$ cat src/rtl/serial_subtractor.sv
// Bit-serial subtractor: computes a - b - bin one bit per clock, LSB first,
// and registers the difference with borrow, overflow and zero flags.
module serial_subtractor #(
  parameter int WIDTH = 4
) (
  input  logic             clk,
  input  logic             rst,
  input  logic             start,
  input  logic [WIDTH-1:0] a,
  input  logic [WIDTH-1:0] b,
  input  logic             bin,
  output logic             busy,
  output logic             done,
  output logic [WIDTH-1:0] d,
  output logic             bout,
  output logic             ovf,
  output logic             zero
);

  localparam int CW = $clog2(WIDTH);

  typedef enum logic [1:0] {
    IDLE,
    RUN,
    DONE
  } state_t;

  state_t           state;
  logic [WIDTH-1:0] a_sr;
  logic [WIDTH-1:0] b_sr;
  logic [WIDTH-1:0] diff_sr;
  logic             borrow;
  logic [CW-1:0]    cnt;

  logic             dbit;
  logic             bnext;
  logic [WIDTH-1:0] dnext;
  logic             last;

  // Difference bits enter at the MSB so the word is aligned after WIDTH shifts
  always_comb begin
    dbit  = a_sr[0] ^ b_sr[0] ^ borrow;
    bnext = (~a_sr[0] & b_sr[0])
          | (~(a_sr[0] ^ b_sr[0]) & borrow);
    dnext = {dbit, diff_sr[WIDTH-1:1]};
    last  = (cnt == CW'(WIDTH - 1));
  end

  always_ff @(posedge clk or posedge rst) begin
    if (rst) begin
      state   <= IDLE;
      busy    <= 1'b0;
      done    <= 1'b0;
      d       <= '0;
      bout    <= 1'b0;
      ovf     <= 1'b0;
      zero    <= 1'b0;
      a_sr    <= '0;
      b_sr    <= '0;
      diff_sr <= '0;
      borrow  <= 1'b0;
      cnt     <= '0;
    end else begin
      unique case (state)
        IDLE: begin
          if (start) begin
            a_sr    <= a;
            b_sr    <= b;
            borrow  <= bin;
            diff_sr <= '0;
            cnt     <= '0;
            busy    <= 1'b1;
            state   <= RUN;
          end
        end
        RUN: begin
          a_sr    <= a_sr >> 1;
          b_sr    <= b_sr >> 1;
          borrow  <= bnext;
          diff_sr <= dnext;
          cnt     <= cnt + 1'b1;
          if (last) begin
            // borrow here is the borrow into the MSB
            d     <= dnext;
            bout  <= bnext;
            ovf   <= borrow ^ bnext;
            zero  <= (dnext == '0);
            busy  <= 1'b0;
            done  <= 1'b1;
            state <= DONE;
          end
        end
        DONE: begin
          done  <= 1'b0;
          state <= IDLE;
        end
        default: begin
          busy  <= 1'b0;
          done  <= 1'b0;
          state <= IDLE;
        end
      endcase
    end
  end

endmodule

$ cat config.mk
export PLATFORM = sky130hd
export DESIGN_NAME = serial_subtractor
export DESIGN_NICKNAME = d
export VERILOG_FILES = /design/src/rtl/serial_subtractor.sv
export SDC_FILE = /design/constraint.sdc
export NUM_CORES = 1
export LEC_CHECK = 0
export ABC_AREA = 1
export CORE_MARGIN = 4
export CORE_UTILIZATION = 45
export DETAILED_ROUTE_END_ITERATION = 7
export DONT_BUFFER_PORTS = 1
export MAX_ROUTING_LAYER = met4
export PLACE_DENSITY = 0.69
export SETUP_SLACK_MARGIN = 0.15
export SLEW_MARGIN = 20
export SYNTH_ARGS = -nofsm -noshare
export SYNTH_HDL_FRONTEND = slang
export SYNTH_SLANG_ARGS = --single-unit
$ cat constraint.sdc
create_clock -name clk -period 1.4 [get_ports clk]
set_input_delay 0.14 -clock clk [delete_from_list [all_inputs] [get_ports clk]]
set_output_delay 0.14 -clock clk [all_outputs]
set_load 0.005 [all_outputs]
=== Word-level counts from Yosys, hierarchy flattened ===
Index checks and enable logic that the tools add are counted.

* Register bits: 26
* Bits of input ports: 12
* Output and inout port bits: 9
* Word-level logic and storage cells: 54

* $add $sub $neg: 1
* Equal/unequal tests: 5
* Mux-type cells: 18
* Bitwise logic cells: 10
* Reduce and logical (&&, ||, !) cells: 8

{| class="wikitable"
|+ Operators by type and width
! kind !! number
|-
| one-hot mux 4 bit (2 select lines) || 3
|-
| 2-to-1 mux 4 bit || 3
|-
| one-hot mux 2 bit (2 select lines) || 2
|-
| AND reduction 2 bit || 4
|-
| 2-to-1 mux 2 bit || 3
|-
| equality test 2 bit (second input constant) || 2
|-
| zero test 4 bit || 1
|-
| 2-to-1 mux 1 bit || 4
|-
| != test 2 bit (second input constant) || 2
|-
| NOT 1 bit || 4
|-
| one-hot mux 1 bit (2 select lines) || 2
|-
| one-hot mux 1 bit (3 select lines) || 1
|-
| AND reduction 3 bit || 1
|-
| XOR 1 bit || 3
|-
| adder 2 x 1 -> 2 bit (second input constant) || 1
|-
| AND 1 bit || 2
|-
| equality test 2 x 1 -> 1 bit (second input constant) || 1
|-
| zero test 2 bit || 1
|-
| nonzero test 2 bit || 1
|-
| bitwise OR 1 bit || 1
|}

=== Logic depth before layout (Yosys ltp) ===
Gate-level depths: netlist of the first run.

* Word-level depth: 5
* Depth in mapped cells: 5
* Depth with buffers taken out: 5

=== Worst setup path after synthesis of the first run ===
OpenSTA, ideal clock, no wires.

* Kind: register to register
* Start: reg a_sr[0]
* End: reg zero
* Library setup time: 0.083 ns
* Data arrival time: 1.150 ns
* Required time: 1.317 ns
* Slack: 0.168 ns
* Cell stages (with the launch flop): 5
* Buffers on the path: 0
* Period minus slack after synthesis: 1.232 ns
* Cell sequence: dfrtp_1 fa_1 nor2_1 nand2_1 o21ai_0

* Cells in the longest elaborated chain, start to end: 3

{| class="wikitable"
|+ RTL lines
! item !! RTL line !! source
|-
| from (decl) || 29 || <nowiki>logic [WIDTH-1:0] a_sr;</nowiki>
|-
| from (signal assigned) || 77 || <nowiki>a_sr <= a_sr >> 1;</nowiki>
|-
| XOR 1 bit (2 in series) || 42 || <nowiki>dbit = a_sr[0] ^ b_sr[0] ^ borrow;</nowiki>
|-
| named net dbit || 35 || <nowiki>logic dbit;</nowiki>
|-
| zero test 4 bit || 87 || <nowiki>zero <= (dnext == '0);</nowiki>
|-
| to (signal assigned) || 87 ||
|-
| to (decl) || 17 || <nowiki>output logic zero</nowiki>
|}

The timed path passes the listed nets, and every way through them passes these cells.
A chain may end at the register's enable or synchronous reset.

=== Worst setup path after layout of the first run ===
* Start: reg b_sr[0]
* End: reg diff_sr[3]

* Cells in the longest elaborated chain, start to end: 3

{| class="wikitable"
|+ RTL lines
! item !! RTL line !! source
|-
| from (decl) || 30 || <nowiki>logic [WIDTH-1:0] b_sr;</nowiki>
|-
| from (signal assigned) || 78 || <nowiki>b_sr <= b_sr >> 1;</nowiki>
|-
| XOR 1 bit (2 in series) || 42 ||
|-
| named net dbit || 35 ||
|-
| one-hot mux 4 bit (2 select lines) || 64 || <nowiki>unique case (state)</nowiki>
|-
| to (signal assigned) || 80 || <nowiki>diff_sr <= dnext;</nowiki>
|-
| to (decl) || 31 || <nowiki>logic [WIDTH-1:0] diff_sr;</nowiki>
|}

The timed path passes the listed nets, and every way through them passes these cells.

==> results of run 1 <==
[repair_timing]
item                                   4_1_cts  5_1_grt
setup buffers                                3        1
pin swaps                                    1        3
setup endpoints to repair                    9       17
endpoints found under the hold margin       31        0
hold buffers                                 7        0
resized for setup                            4        6
[layer usage]
metal	track usage (%)	routed length, µm
met2	22.1	986
met1	18.7	974
met3	4.45	146
met5	-	0
met4	6.95	31
[worst min-delay path, stage by stage]
cell,delay [ps]
inv_1,30
nand2_1,40
nand3_1,70
nand2_1,50
[sequential cells by signal (all words and copies together), names as in the netlist]
register and cells:
a_sr 4, b_sr 4, borrow 1, bout 1
busy 1, cnt 2, d 4, diff_sr 3
done 1, ovf 1, state 2, zero 1
[final cells by class]
cell class	count	area share [%]
sequential	25	48.7
multi-input combinational	83	33.1
timing repair buffer	12	8.34
inverter	17	5.14
tap	28	2.72
clock buffer	4	2.04
[through the flow]
step | hold WS, ps | power (µW) | area, µm²
2_1_floorplan | 167 | 2210 | 1130
3_3_place_gp | 97.9 | 2350 | 1140
3_5_place_dp | 106 | 2400 | 1140
4_1_cts | 38.2 | 2860 | 1260
5_1_grt | 32.8 | 3160 | 1290
6_report | 51.7 | 2890 | 1290
[logic make-up (layout without fill, tap and decap cells)]
logic type / after synthesis / after routing / synth area share (%)
AO/OA/AOI/OAI: 11 / 11 / 4.99
adder cells (fa/ha/maj): 2 / 2 / 2.88
AND/OR/NAND/NOR: 69 / 69 / 27.4
XOR/XNOR: 1 / 1 / 0.776
flip-flops: 25 / 25 / 55.4
buffers and inverters: 21 / 33 / 8.54
[path summary, 6_finish.rpt]
path                                           to  slack, ps  depth (start not counted)
max                        diff_sr[3]$_DFFE_PP0P_        120                          5
max in group asynchronous    state[1]$_DFFE_PP0P_        850                          3
min                           b_sr[1]$_DFFE_PP0P_         50                          4
min reg2reg                    cnt[0]$_DFFE_PP0P_        490                          1
max reg2reg                diff_sr[3]$_DFFE_PP0P_        120                          5
min in group asynchronous        done$_DFFE_PP0P_        300                          3
[Yosys cell counts (all sizes together)]
library cell	number	area [µm²]
buf	4	30.0
dfrtp	25	626
nor2	10	40.0
o22ai	1	6.26
nand3	24	125
nand2	35	144
inv	17	66.3
xnor2	1	8.76
o21ai	9	45.0
ha	1	12.5
fa	1	20.0
a21oi	1	5.00
[power groups by stage]
stage / Combinational [µW] / Clock, µW / Sequential [µW]
after floorplan: 969 / 0 / 1240
after global placement: 1030 / 0 / 1320
after detailed placement: 1060 / 0 / 1340
after CTS: 1210 / 331 / 1320
after global routing: 1420 / 367 / 1370
final: 1250 / 315 / 1330
==> results.sh, run 1 <==
export IMPL_tritoncts_clock_tree="yes"
export IMPL_finalHoldViolCount=0
export IMPL_count_of_standard_cell_rows=17
export IMPL_number_of_primary_i_o_pins=21
export IMPL_drive_gt1_share_pct=14.2
export IMPL_clkTransAtPathRegs_ps=130
export IMPL_dieHeight_um=58.1
export IMPL_maxSlewViolCount=0
export IMPL_clock_skew_final_ps=8.19
export IMPL_critPathKind="reg2reg"
export IMPL_root_buffer="clkbuf_4"
export IMPL_layout_nets=156
export IMPL_arrival_ps=1530
export IMPL_ir_drop_mv=1.04
export IMPL_ant_nets=0
export IMPL_place_congestion=0.804
export IMPL_hp_class="in2reg"
export IMPL_category_of_cells_accounting_for_the_largest_share_of_critical_path_delay="adder cells"
export IMPL_worst_path_buf_inv=2
export IMPL_power_switching_uw=1190
export IMPL_cts_htree_levels=1
export IMPL_port_buffers=0
export IMPL_timing_final_crit_share_pct=91.1
export IMPL_grt_max_degree=26
export IMPL_die_width_um=58.1
export IMPL_cap_violations=0
export IMPL_ctsLongestPathBuffers=2
export IMPL_regToRegStartpoint="b_sr[0]$_DFFE_PP0P_"
export IMPL_ys_warnings_count=0
export IMPL_hold_path_startpoint="b[1]"
export IMPL_synth_cells=129
export IMPL_insertedDiodeCount=0
export IMPL_p_per_area_mw_per_mm2=2240
export IMPL_ys_types=18
export IMPL_run_status="complete, no violations"
export IMPL_rsz_0062_raised_after_global_routing="true"
export IMPL_clock_latency_ps=310
export IMPL_power_switching_share_pct=41.1
export IMPL_grt_first_pass_wirelength_mm=3.71
export IMPL_detail_route_iter0_violations=32
export IMPL_cpMaxStageDelayCell="fa_1"
export IMPL_syn_area_mm2=0.00113
export IMPL_post_route_util_pct=56.2
export IMPL_max_slew_worst_pin_slew_ps=316
export IMPL_finalSetupViolCount=0
export IMPL_design_die_area_mm2=0.00337
export IMPL_vias_per_cell=5.00
export IMPL_wl_per_cell_um=12.7
export IMPL_cp_cell_sequence="inv_2 > fa_1 > buf_4 > nand2_2 > o21ai_1"
export IMPL_tritoncts_buffer_count=3
export IMPL_post_placement_worst_setup_slack_ps=82.4
export IMPL_dpl_hpwl_mm=1.45
export IMPL_maxSlewHeadroom_pct=78.9
export IMPL_detail_route_drc_violations=0
export IMPL_part_of_the_yosys_area_used_for_sequential_elements_pct=55.4
export IMPL_via_count_of_the_first_global_routing_pass=793
export IMPL_placedCellCount=154
export IMPL_antenna_found_initial=0
export IMPL_most_common_layout_cells="nand2_1, nand3_1, dfrtp_1, inv_1, nor2_1"
export IMPL_clock_sinks=25
export IMPL_synth_to_layout_area_growth_pct=14.3
export IMPL_final_instance_count_excl_fill=169
export IMPL_core_area_mm2=0.00230
export IMPL_cp_max_fo=2
export IMPL_drt_first_pass_iters=4
export IMPL_grt_use_total_pct=14.9
export IMPL_end_kind="flop"
export IMPL_combPwrFrac_pct=43.1
export IMPL_layout_filler_cells=226
export IMPL_routed_wl_mm=2.14
export IMPL_start_kind="flop"
export IMPL_timing_critical_path_slowest_cell_delay_ps=560
export IMPL_leakage_uw=0.000652
export IMPL_initial_utilization_pct=49.1
export IMPL_gr_total_overflow=0
export IMPL_tns_ps=0
export IMPL_sequential_share_of_power_pct=46.0
export IMPL_detailroute_via_count=845
export IMPL_ys_seq_elements=25
export IMPL_p_int_uw=1700
export IMPL_minimum_clock_period_ps=1280
export IMPL_postSynthAreaPerCell_um2=8.75
export IMPL_layout_cells_most_common="nand2_1"
export IMPL_finalWorstSetupSlack_ps=124
export IMPL_maxClockFrequency_ghz=0.784
export IMPL_postSynthNetCount=143
export IMPL_startpoint_of_the_worst_setup_timing_path="b_sr[0]$_DFFE_PP0P_"
export IMPL_area_used_by_multi_input_combinational_logic_um2=427
export IMPL_p_clk_share_pct=10.9
export IMPL_seq_area_um2=628
export IMPL_cp_data_required_time_ps=1650
Note: power is estimated with default switching activity, not from simulation.
==> inputs of run 2 (changes only) <==
CORE_ASPECT_RATIO = 0.6   (was default)
CTS_BUF_LIST = sky130_fd_sc_hd__clkbuf_4   (was default)
HOLD_SLACK_MARGIN = 0.05   (was default)
==> run 2 against run 1 <==
Effect of this change: sequential share of layout area down 1.4 points; cell count rose by 2.4%; sequential power is essentially flat; clock skew decreased by 4.4 ps; wire length grew 7.6%; combinational power about the same; global-route usage rose by 0.55 points; final area up 2.9%; critical path depth did not move; critical endpoint unchanged; largest power group unchanged.
==> results.sh, run 2 (synthesis results as in run 1) <==
export IMPL_grt_max_degree=26
export IMPL_worstRegToRegCells=5
export IMPL_number_of_primary_i_o_pins=21
export IMPL_clock_latency_ps=320
export IMPL_detailroute_via_count=870
export IMPL_cts_htree_levels=1
export IMPL_p_clk_share_pct=11.5
export IMPL_drive_gt1_share_pct=14.7
export IMPL_most_common_layout_cells="nand2_1, nand3_1, dfrtp_1, inv_1, dlygate4sd3_1"
export IMPL_vias_per_cell=5.03
export IMPL_cp_data_required_time_ps=1660
export IMPL_tns_ps=0
export IMPL_drt_first_pass_iters=4
export IMPL_root_buffer="clkbuf_4"
export IMPL_cap_violations=0
export IMPL_maxSlewViolCount=0
export IMPL_via_count_of_the_first_global_routing_pass=785
export IMPL_layout_nets=158
export IMPL_ir_drop_mv=0.958
export IMPL_dieHeight_um=46.8
export IMPL_cp_max_fo=2
export IMPL_worstSetupEndpoint="diff_sr[3]$_DFFE_PP0P_"
export IMPL_ctsLongestPathBuffers=2
export IMPL_power_switching_share_pct=42.0
export IMPL_port_buffers=0
export IMPL_reg2reg_slack_ps=110
export IMPL_dpl_hpwl_mm=1.59
export IMPL_max_slew_worst_pin_slew_ps=317
export IMPL_hp_class="in2reg"
export IMPL_clkTransAtPathRegs_ps=130
export IMPL_maxSlewHeadroom_pct=78.8
export IMPL_power_switching_uw=1240
export IMPL_leakage_uw=0.000663
export IMPL_critPathKind="reg2reg"
export IMPL_p_per_area_mw_per_mm2=2220
export IMPL_routed_wl_mm=2.30
export IMPL_sequential_share_of_power_pct=45.1
export IMPL_tritoncts_clock_tree="yes"
export IMPL_gr_total_overflow=0
export IMPL_clock_sinks=25
export IMPL_rsz_0062_raised_after_global_routing="true"
export IMPL_p_int_uw=1710
export IMPL_antenna_found_initial=0
export IMPL_combPwrFrac_pct=43.5
export IMPL_finalSetupViolCount=0
export IMPL_rr_endpoint="diff_sr[3]$_DFFE_PP0P_"
export IMPL_place_congestion=0.749
export IMPL_initial_utilization_pct=49.6
export IMPL_maxClockFrequency_ghz=0.775
export IMPL_count_of_standard_cell_rows=13
export IMPL_design_die_area_mm2=0.00340
export IMPL_post_route_util_pct=58.3
export IMPL_timing_final_crit_share_pct=92.2
export IMPL_die_width_um=72.7
export IMPL_layout_cells_most_common="nand2_1"
export IMPL_run_status="complete, no violations"
export IMPL_arrival_ps=1550
export IMPL_detail_route_drc_violations=0
export IMPL_detail_route_iter0_violations=48
export IMPL_end_kind="flop"
export IMPL_start_kind="flop"
export IMPL_finalHoldViolCount=0
export IMPL_clock_skew_final_ps=3.76
export IMPL_grt_first_pass_wirelength_mm=3.75
export IMPL_synth_to_layout_area_growth_pct=17.6
export IMPL_tritoncts_buffer_count=3
export IMPL_wl_per_cell_um=13.3
export IMPL_insertedDiodeCount=0
export IMPL_grt_use_total_pct=15.5
export IMPL_regToRegStartpoint="b_sr[0]$_DFFE_PP0P_"
export IMPL_startpoint_of_the_worst_setup_timing_path="b_sr[0]$_DFFE_PP0P_"
export IMPL_minimum_clock_period_ps=1290
export IMPL_reg_top3="a_sr: 4 flops, b_sr: 4 flops, d: 4 flops"
export IMPL_core_area_mm2=0.00228
export IMPL_ant_nets=0
## run 2: per-stage QoR
| stage | instance area, µm² | total power, µW | setup slack [ps] | instances | hold slack (ps) |
|---|---|---|---|---|---|
| global route | 1330 | 3210 | 53.8 | 173 | 83.0 |
| CTS | 1290 | 2890 | 103 | 172 | 85.5 |
| global placement | 1140 | 2380 | 132 | 156 | 99.9 |
| floorplan | 1130 | 2210 | 168 | 129 | 167 |
| finish | 1330 | 2950 | 109 | 173 | 96.0 |
| detailed placement | 1140 | 2420 | 55.4 | 156 | 107 |
## run 2: cell type report
cell class              instances  area (µm²)
fillers                       214         950
multi-input cells              83         433
clock buffers                   4        30.0
well taps                      30        37.5
inverters                      17        66.3
flip-flops and latches         25         628
repair buffers                 14         133
## run 2: repair_timing
action	CTS	global route
pin swaps	1	2
endpoints found under the setup margin	7	16
gates resized for setup	4	8
buffers inserted	2	0
endpoints found under the hold margin	34	1
cloned	0	0
hold buffers	10	1
## run 2: worst max-delay path: stages, from the launching register on
cell and delay, ps:
dfrtp_1 390, inv_2 50, fa_2 560, buf_4 110
nand2_2 50, o21ai_2 60
## run 2: routing by layer
metal  up-vias  track usage (%)  wire, µm
met2        28             20.8       948
met3         4             5.56       193
met4         0             4.41        19
met1       403             21.8      1140
met5         -                -         0
li1        435                -         -
## run 2: worst min path at each step
stage,startpoint,endpoint,slack (ps),cells after the start
2_1_floorplan,rst,a_sr[0]$_DFFE_PP0P_,170,1
3_3_place_gp,rst,d[1]$_DFFE_PP0P_,100,2
3_5_place_dp,rst,done$_DFFE_PP0P_,110,2
4_1_cts,start,b_sr[2]$_DFFE_PP0P_,90,4
5_1_grt,start,borrow$_DFFE_PP0P_,80,4
6_report,start,b_sr[2]$_DFFE_PP0P_,100,4
## run 2: power by group through the flow
stage / clock, µW / sequential [µW] / combinational (µW)
2_1_floorplan: 0 / 1240 / 969
3_3_place_gp: 0 / 1330 / 1050
6_report: 338 / 1330 / 1280
4_1_cts: 357 / 1320 / 1210
3_5_place_dp: 0 / 1330 / 1090
5_1_grt: 397 / 1370 / 1440
==> inputs of run 3 (changes only) <==
CORE_UTILIZATION = 35   (was 45)
PLACE_DENSITY = 0.58   (was 0.69)
==> run 3 against run 2 <==
Effect of this change: global-route usage down 2.5 points; non-clock buffer count down 1; clock skew about the same; wire length up 2.8%; cell count up 6.4%; power down 1.7%; utilization down 14 points; sequential cell count unchanged; critical path depth unchanged; first-iteration DRC count down 10%; count of clock-buffer cells in the layout down 1; sequential power about the same; largest cell class unchanged; highest routed layer unchanged.
==> results.sh, run 3 (synthesis results as in run 1) <==
export IMPL_run_status="complete, no violations"
export IMPL_insertedDiodeCount=0
export IMPL_antenna_found_initial=0
export IMPL_startpoint_of_the_worst_setup_timing_path="b_sr[0]$_DFFE_PP0P_"
export IMPL_place_congestion=0.711
export IMPL_placedCellCount=168
export IMPL_drt_first_pass_iters=4
export IMPL_cap_violations=0
export IMPL_tritoncts_buffer_count=3
export IMPL_critPathKind="reg2reg"
export IMPL_grt_max_degree=26
export IMPL_wl_per_cell_um=12.9
export IMPL_worstRegToRegCells=5
export IMPL_max_slew_worst_pin_slew_ps=354
export IMPL_grt_use_total_pct=12.9
export IMPL_post_route_util_pct=44.7
export IMPL_synth_to_layout_area_growth_pct=18.2
export IMPL_p_per_area_mw_per_mm2=2170
export IMPL_cp_max_fo=3
export IMPL_design_die_area_mm2=0.00423
export IMPL_arrival_ps=1490
export IMPL_minimum_clock_period_ps=1260
export IMPL_gr_total_overflow=0
export IMPL_finalSetupViolCount=0
export IMPL_timing_critical_path_slowest_cell_delay_ps=590
export IMPL_via_count_of_the_first_global_routing_pass=864
export IMPL_cpMaxStageDelayCell="fa_2"
export IMPL_ctsLongestPathBuffers=2
export IMPL_rr_endpoint="zero$_DFFE_PP0P_"
export IMPL_dpl_hpwl_mm=1.63
export IMPL_count_of_standard_cell_rows=15
export IMPL_layout_nets=157
export IMPL_cp_cell_sequence="inv_2 > fa_2 > nor2_2 > nand2_1 > o21ai_1"
export IMPL_number_of_primary_i_o_pins=21
export IMPL_layout_cells_most_common="nand2_1"
export IMPL_start_kind="flop"
export IMPL_clock_latency_ps=320
export IMPL_worst_path_buf_inv=1
export IMPL_worst_path_stages=5
export IMPL_detail_route_iter0_violations=43
export IMPL_clock_sinks=25
export IMPL_die_width_um=81.3
export IMPL_clkTransAtPathRegs_ps=140
export IMPL_cts_htree_levels=1
export IMPL_maxSlewViolCount=0
export IMPL_final_instance_count_excl_fill=184
export IMPL_reg2reg_slack_ps=140
export IMPL_end_kind="flop"
export IMPL_most_common_layout_cells="nand2_1, nand3_1, dfrtp_1, inv_1, dlygate4sd3_1"
export IMPL_regToRegStartpoint="b_sr[0]$_DFFE_PP0P_"
export IMPL_timing_final_crit_share_pct=90.2
export IMPL_initial_utilization_pct=37.8
export IMPL_maxSlewHeadroom_pct=76.3
export IMPL_drive_gt1_share_pct=14.8
export IMPL_rsz_0062_raised_after_global_routing="true"
export IMPL_port_buffers=0
export IMPL_dieHeight_um=52.0
export IMPL_ir_drop_mv=0.608
export IMPL_category_of_cells_accounting_for_the_largest_share_of_critical_path_delay="adder cells"
export IMPL_finalHoldViolCount=0
export IMPL_tns_ps=0
export IMPL_reg_top3="a_sr: 4 flops, b_sr: 4 flops, d: 4 flops"
export IMPL_maxClockFrequency_ghz=0.792
export IMPL_grt_first_pass_wirelength_mm=4.04
export IMPL_clock_skew_final_ps=4.21
export IMPL_worstSetupEndpoint="zero$_DFFE_PP0P_"
export IMPL_cp_data_required_time_ps=1620
export IMPL_tritoncts_clock_tree="yes"
export IMPL_root_buffer="clkbuf_4"
export IMPL_hp_class="in2reg"
export IMPL_leakage_uw=0.000661
export IMPL_detailroute_via_count=872
export IMPL_vias_per_cell=4.74
export IMPL_core_area_mm2=0.00298
export IMPL_detail_route_drc_violations=0
export IMPL_routed_wl_mm=2.37
export IMPL_ant_nets=0
run 3: cell types whose count changed in the layout (fill, tap and decap cells not counted), sizes merged:
| cell | delta |
|---|---|
| clkinv | +1 |
| clkbuf | -1 |
| dlygate4sd3 | -1 |
run 3: power breakdown:
| part | internal (µW) | switching, µW |
|---|---|---|
| Sequential | 1060 | 279 |
| Combinational | 502 | 740 |
| Clock | 107 | 215 |
run 3: cell type report:
type,instances,area [µm²]
multi-input cells,83,437
inverters,17,66.3
fillers,296,1650
flip-flops and latches,25,628
repair buffers,13,123
clock inverters,1,5.00
clock buffers,3,22.5
well taps,42,52.6
run 3: through the flow:
step / hold slack [ps] / area (µm²) / worst slack [ps] / power (µW)
after floorplan: 167 / 1130 / 168 / 2210
after global placement: 102 / 1160 / 139 / 2380
after detailed placement: 107 / 1160 / 93.9 / 2420
after CTS: 99.7 / 1300 / 120 / 2840
after global routing: 89.6 / 1330 / 61.0 / 3180
final: 77.3 / 1330 / 138 / 2900
run 3: what timing repair did:
action	CTS	global route
setup buffers	1	1
gates cloned	0	0
endpoints found under the setup margin	5	17
pin swaps	3	1
hold buffers	10	0
resized for setup	5	8
endpoints found under the hold margin	34	0
run 3: how the worst min path moves through the flow:
stage | start | to | slack, ps | cells past startpoint
6_report | start | state[0]$_DFFE_PP0P_ | 80 | 2
5_1_grt | start | cnt[1]$_DFFE_PP0P_ | 90 | 3
4_1_cts | start | b_sr[2]$_DFFE_PP0P_ | 100 | 4
3_5_place_dp | rst | bout$_DFFE_PP0P_ | 110 | 2
3_3_place_gp | rst | bout$_DFFE_PP0P_ | 100 | 2
2_1_floorplan | rst | a_sr[0]$_DFFE_PP0P_ | 170 | 1
run 3: worst reg2reg max path, delay by kind of cell (launching register included):
kind / cells / cell delay, ps
flip-flops: 1 / 390
AO/OA/AOI/OAI: 1 / 50
buffers and inverters: 1 / 50
adder cells (fa/ha/maj): 1 / 590
AND/OR/NAND/NOR: 2 / 90
run 3: metal layers:
layer	track usage, %	share of wire [%]	vias to the layer above	wire length, µm
met5	-	0	-	0
met4	2.53	0.97	0	23
met3	3.46	4.7	2	112
met2	20.9	46	19	1090
met1	16.5	48	418	1140
li1	-	-	433	-
